`src/rtl/muldiv_iterativo_pkg.sv`:
```
`default_nettype none
//============================================================================
// Package : muldiv_iterativo_pkg
// Op codes, FSM states and default widths of the iterative mul/div unit.
// Rev     : 1.0
//============================================================================
package muldiv_iterativo_pkg;

  localparam int WIDTH_DEF  = 32;
  localparam int ADDR_W_DEF = 4;

  typedef enum logic [1:0] {
    MD_MUL  = 2'b00,
    MD_UDIV = 2'b01,
    MD_SDIV = 2'b10,
    MD_RSVD = 2'b11
  } md_op_t;

  typedef enum logic [1:0] {
    ST_IDLE = 2'b00,
    ST_CALC = 2'b01,
    ST_FIX  = 2'b10,
    ST_DONE = 2'b11
  } md_state_t;

endpackage
`default_nettype wire

```
`src/rtl/muldiv_paso.sv`:
```
`default_nettype none
//============================================================================
// Module : muldiv_paso
// One radix-2 iteration: shift-add multiply or restoring-divide step.
// Rev    : 1.0
//============================================================================
module muldiv_paso #(
  parameter int WIDTH = 32
) (
  input  logic             mul,
  input  logic [WIDTH-1:0] acc,
  input  logic [WIDTH-1:0] x,
  input  logic [WIDTH-1:0] y,
  output logic [WIDTH-1:0] acc_n,
  output logic [WIDTH-1:0] x_n,
  output logic [WIDTH-1:0] y_n
);

  logic [WIDTH:0]   w_rem_sh;
  logic             w_fits;
  logic [WIDTH-1:0] w_diff;

  // Divide: acc = partial remainder, x = divisor, y = dividend shifting into quotient.
  // Multiply: acc = partial product, x = multiplicand, y = multiplier.
  always_comb begin
    w_rem_sh = {acc, y[WIDTH-1]};
    w_fits   = (w_rem_sh >= {1'b0, x});
    w_diff   = w_rem_sh[WIDTH-1:0] - x;
    if (mul) begin
      acc_n = acc + (y[0] ? x : '0);
      x_n   = x << 1;
      y_n   = y >> 1;
    end else begin
      acc_n = w_fits ? w_diff : w_rem_sh[WIDTH-1:0];
      x_n   = x;
      y_n   = {y[WIDTH-2:0], w_fits};
    end
  end

endmodule
`default_nettype wire

```
`src/rtl/muldiv_iterativo.sv`:
```
`default_nettype none
//============================================================================
// Module : muldiv_iterativo
// Radix-2 iterative multiply/divide unit driving register-bank write-back.
// Rev    : 1.0
//============================================================================
module muldiv_iterativo
  import muldiv_iterativo_pkg::*;
#(
  parameter int WIDTH  = WIDTH_DEF,
  parameter int ADDR_W = ADDR_W_DEF
) (
  input  logic              clk,
  input  logic              rst_n,
  input  logic              start,
  input  logic [1:0]        op,
  input  logic [WIDTH-1:0]  a,
  input  logic [WIDTH-1:0]  b,
  input  logic [ADDR_W-1:0] rd_addr,
  output logic              busy,
  output logic              done,
  output logic [WIDTH-1:0]  result,
  output logic              div0,
  output logic              bad_op,
  output logic [WIDTH-1:0]  wd3,
  output logic [ADDR_W-1:0] a3,
  output logic              we3_n
);

  localparam int               c_CNT_W = $clog2(WIDTH);
  localparam logic [c_CNT_W-1:0] c_LAST  = c_CNT_W'(WIDTH - 1);

  md_state_t           r_state;
  md_state_t           w_state_nxt;
  md_op_t              r_op;
  logic [ADDR_W-1:0]   r_addr;
  logic [c_CNT_W-1:0]  r_cnt;
  logic [WIDTH-1:0]    r_acc;
  logic [WIDTH-1:0]    r_x;
  logic [WIDTH-1:0]    r_y;
  logic [WIDTH-1:0]    r_result;
  logic                r_neg;
  logic                r_div0;
  logic                r_bad;

  logic                w_accept;
  logic                w_is_div;
  logic                w_b_zero;
  logic                w_early;
  logic [WIDTH-1:0]    w_abs_a;
  logic [WIDTH-1:0]    w_abs_b;
  logic [WIDTH-1:0]    w_acc_n;
  logic [WIDTH-1:0]    w_x_n;
  logic [WIDTH-1:0]    w_y_n;

  always_comb begin
    w_accept = (r_state == ST_IDLE) && start;
    w_is_div = (op == MD_UDIV) || (op == MD_SDIV);
    w_b_zero = (b == '0);
    w_early  = (op == MD_RSVD) || (w_is_div && w_b_zero);
    w_abs_a  = ((op == MD_SDIV) && a[WIDTH-1]) ? -a : a;
    w_abs_b  = ((op == MD_SDIV) && b[WIDTH-1]) ? -b : b;
  end

  muldiv_paso #(
    .WIDTH (WIDTH)
  ) u_paso (
    .mul   (r_op == MD_MUL),
    .acc   (r_acc),
    .x     (r_x),
    .y     (r_y),
    .acc_n (w_acc_n),
    .x_n   (w_x_n),
    .y_n   (w_y_n)
  );

  always_ff @(posedge clk or negedge rst_n) begin
    if (!rst_n) begin
      r_state <= ST_IDLE;
    end else begin
      r_state <= w_state_nxt;
    end
  end

  always_comb begin
    w_state_nxt = r_state;
    busy        = 1'b1;
    done        = 1'b0;
    we3_n       = 1'b1;
    case (r_state)
      ST_IDLE: begin
        busy = 1'b0;
        if (start) begin
          w_state_nxt = w_early ? ST_DONE : ST_CALC;
        end
      end
      ST_CALC: begin
        if (r_cnt == c_LAST) begin
          w_state_nxt = ST_FIX;
        end
      end
      ST_FIX: begin
        w_state_nxt = ST_DONE;
      end
      ST_DONE: begin
        done        = 1'b1;
        we3_n       = 1'b0;
        w_state_nxt = ST_IDLE;
      end
      default: begin
        w_state_nxt = ST_IDLE;
      end
    endcase
  end

  always_ff @(posedge clk or negedge rst_n) begin
    if (!rst_n) begin
      r_op     <= MD_MUL;
      r_addr   <= '0;
      r_cnt    <= '0;
      r_acc    <= '0;
      r_x      <= '0;
      r_y      <= '0;
      r_result <= '0;
      r_neg    <= 1'b0;
      r_div0   <= 1'b0;
      r_bad    <= 1'b0;
    end else if (w_accept) begin
      r_op     <= md_op_t'(op);
      r_addr   <= rd_addr;
      r_cnt    <= '0;
      r_acc    <= '0;
      r_x      <= w_is_div ? w_abs_b : a;
      r_y      <= w_is_div ? w_abs_a : b;
      r_result <= '0;
      r_neg    <= (op == MD_SDIV) && (a[WIDTH-1] ^ b[WIDTH-1]);
      r_div0   <= w_is_div && w_b_zero;
      r_bad    <= (op == MD_RSVD);
    end else if (r_state == ST_CALC) begin
      r_acc <= w_acc_n;
      r_x   <= w_x_n;
      r_y   <= w_y_n;
      r_cnt <= r_cnt + 1'b1;
    end else if (r_state == ST_FIX) begin
      // Divide leaves the quotient in r_y; the product accumulates in r_acc.
      if (r_neg) begin
        r_result <= -r_y;
      end else begin
        r_result <= (r_op == MD_MUL) ? r_acc : r_y;
      end
    end
  end

  assign result = r_result;
  assign wd3    = r_result;
  assign a3     = r_addr;
  assign div0   = r_div0;
  assign bad_op = r_bad;

endmodule
`default_nettype wire
```
`config.mk`:
```
export PLATFORM = sky130hd
export DESIGN_NAME = muldiv_iterativo
export DESIGN_NICKNAME = d
export VERILOG_FILES = /design/src/rtl/muldiv_iterativo_pkg.sv /design/src/rtl/muldiv_paso.sv /design/src/rtl/muldiv_iterativo.sv
export SDC_FILE = /design/constraint.sdc
export NUM_CORES = 1
export LEC_CHECK = 0
export BUFFER_PORTS_ARGS = -buffer_cell sky130_fd_sc_hd__buf_4
export CORE_AREA = 10 10 175 177
export DETAILED_ROUTE_END_ITERATION = 8
export DIE_AREA = 0 0 185 187
export PLACE_DENSITY_LB_ADDON = 0.12
export REMOVE_ABC_BUFFERS = 1
export SLEW_MARGIN = 0
export SYNTH_ARGS = -nofsm -noshare
export SYNTH_HDL_FRONTEND = slang
export SYNTH_SLANG_ARGS = --single-unit
export TNS_END_PERCENT = 30
```
`constraint.sdc`:
```
create_clock -name clk -period 11.1 [get_ports clk]
set_input_delay 0.555 -clock clk [delete_from_list [all_inputs] [get_ports clk]]
set_output_delay 0.555 -clock clk [all_outputs]
set_load 0.005 [all_outputs]
```
==> results.yml <==
grt:
  grt_start_max_net_pins: 114
  grt_overflow: 0
  use_met1: 0.3679
  top_usage_layer: "met2"
  grt_pass1_wl_um: 71210
  antenna_found_initial: 0
  grt_pass1_vias: 12750
  grtUsageMet3: 0.04584
  gr-usage-met2: 0.3844
  track_usage: 0.2562
flow_run:
  max-cap-violations: 0
yosys:
  netlist_instances: 1844
  synth_edf_count: 0
  yosysSeqAreaShare: 0.2697
  synthArstFlopShare: 1.000
  synth-seq-cells: 144
  synth_area_um2: 13360
  ys_warn_count: 0
  ys_types: 70
  avgSynthCellArea_um2: 7.247
  synth_top_flop_cell: "dfrtp_1"
pwr:
  power_mw: 5.018
  vdd_drop_max_mv: 0.1406
  p_leak_nw: 6.599
  power_density_nw_per_um2: 336.0
clock_tree:
  cts_num_sinks: 144
  cts_tree: "yes"
  cts_setup_buffers: 0
  cts_buffers: 17
  root_buffer: "clkbuf_16"
  ctsHoldBuffers: 0
  clkLatencyLatePin_ps: 440
  cts_max_level: 4
  postCtsResizedCells: 0
  clk_pin_slew_ps: 70
  cts.path.max_buffers: 2
die:
  die_x_um: 185
  initial_core_util: 0.4891
  io_pins: 146
  die_height_um: 187
  dieArea_um2: 34600
  row_count: 61
  design.core.area_um2: 27320
timing:
  max_freq_ghz: 0.2192
  rsz0062_at_grt: "false"
  min_period_ps: 4561
  relSlewSlack: 0.1907
  min_period_over_period: 0.4109
  clock_skew_ps: 12.97
  finalWorstSetupSlack_ps: 6539
  final_hold_viol_count: 0
  finalSetupViolCount: 0
  maxSlewViolCount: 0
  worst_slew_pin_slew_ps: 1213
  fin_hold_ws_ps: 145.2
  fin_setup_tns_ps: 0
detailed_routing:
  drt_iter0_drc: 1062
  vias_per_cell: 6.023
  wire_per_inst_um: 20.06
  detail-route-antenna-nets: 0
  drc: 0
  vias: 13440
  first_pass_iters: 5
  drt_wl_total_um: 44780
placed_design:
  placed_cells: 2200
  hpwl_um: 33750
  routabilityCongestion: 0.9775
  io_buffers: 145
  pre_cts_ws_ps: 6555
cells_and_area:
  drive_above_1_share: 0.1145
  final_common_cell: "nand2_1"
  final_cell_count_no_fill: 2232
  area_delta_synth_final_pct: 11.76
  final_cell_mix: "nand2_1, a21oi_1, nor2_1, o21ai_0, buf_4"
  diodes: 0
  fin_nets: 2023
worst_setup_path:
  cpMaxStageDelayCell: "inv_1"
  crit_path_start_kind: "flip-flop"
  critical_path.endpoint_type: "flip-flop"
  worstPathCellList: "inv_1, nor2_1, ha_1, a211oi_1, o21bai_1, o21ai_0, o21ai_0, o21bai_1, nor2_1, a221oi_1, xor2_1, a21oi_1, and3_1"
  crit_path_max_fanout: 32
  startpoint: "r_y[0]"
  max_stage_delay_ps: 790
  crit_required_ps: 11440
  critical_path_class: "flip-flop to flip-flop"
  reg2reg_from: "r_y[0]"
  crit_arrival_ps: 4900
outcome:
  outcome: "complete, no violations"
hold_path:
  hold_path.class: "input pin to asynchronous set/reset pin"
kinds of logic after synthesis:
logic type               share of synthesized area
adder cells (fa/ha/maj)                    0.07322
multiplexers                               0.01067
AO/OA/AOI/OAI                               0.2861
AND/OR/NAND/NOR                             0.2232
buffers and inverters                      0.06901
XOR/XNOR                                   0.06816
flip-flops                                  0.2697
flip-flops by register name, summed over array words and instances, names as in the netlist:
name / cells
a3: 4
bad_op: 1
div0: 1
r_acc: 32
r_cnt: 5
r_neg: 1
r_op: 2
r_state: 2
r_x: 32
r_y: 32
result: 32
layer usage:
| layer | vias to the layer above | wire length, µm |
|---|---|---|
| met5 | - | 0 |
| met1 | 6295 | 21110 |
| met2 | 454 | 19800 |
| li1 | 6647 | - |
| met3 | 47 | 3074 |
| met4 | 0 | 799 |
path summary, 6_finish.rpt:
check	endpoint	slack [ps]	cells after the start
worst max-delay path	r_acc[29]	6540	13
worst min-delay path	r_y[2]	150	1
worst max register to register	r_acc[29]	6540	13
worst min register to register	bad_op	480	2
max in group asynchronous	r_cnt[2]	9550	2
min in group clk	a3[3]	300	3
through the flow:
stage                       util  instance area [µm²]
after floorplan                -                12660
after global placement    0.5252                14350
after detailed placement  0.5252                14350
after CTS                 0.5466                14930
after global routing      0.5466                14930
final                     0.5466                14930
power breakdown:
| group | switching [mW] | leakage, nW | total [mW] | internal, mW |
|---|---|---|---|---|
| Sequential | 0.324 | 1.79 | 1.10 | 0.773 |
| Combinational | 2.06 | 4.52 | 3.33 | 1.27 |
| Clock | 0.258 | 0.289 | 0.592 | 0.334 |
Yosys cell counts, types with 29 or more instances:
cell type,n,area (µm²)
xnor2_1,49,429.2
a211oi_1,41,307.8
nor3_1,42,210.2
nand3_1,57,285.3
dfrtp_1,144,3603
a21o_1,33,247.7
inv_1,58,217.7
a31oi_1,29,181.4
buf_4,34,255.2
o21ai_0,170,850.8
xor2_1,55,481.7
ha_1,75,938.4
nand2_1,227,852.1
o211ai_1,47,352.8
clkbuf_1,99,371.6
nor2_1,215,807.0
a21oi_1,223,1116
cell type report:
type / count / area [µm²]
flip-flops and latches: 144 / 3603
repair buffers: 160 / 1205
multi-input cells: 1492 / 8892
inverters: 58 / 217.7
well taps: 346 / 432.9
fillers: 2715 / 12390
clock buffers: 17 / 425.4
clock inverters: 15 / 157.7
critical path, delay by kind of cell (launching register included):
kind                     cells  cell delay [ps]
AND/OR/NAND/NOR              3              600
flip-flops                   1              440
XOR/XNOR                     1              180
buffers and inverters        1              790
adder cells (fa/ha/maj)      1              360
AO/OA/AOI/OAI                7             2090
Power figures use the tool's default switching activity.
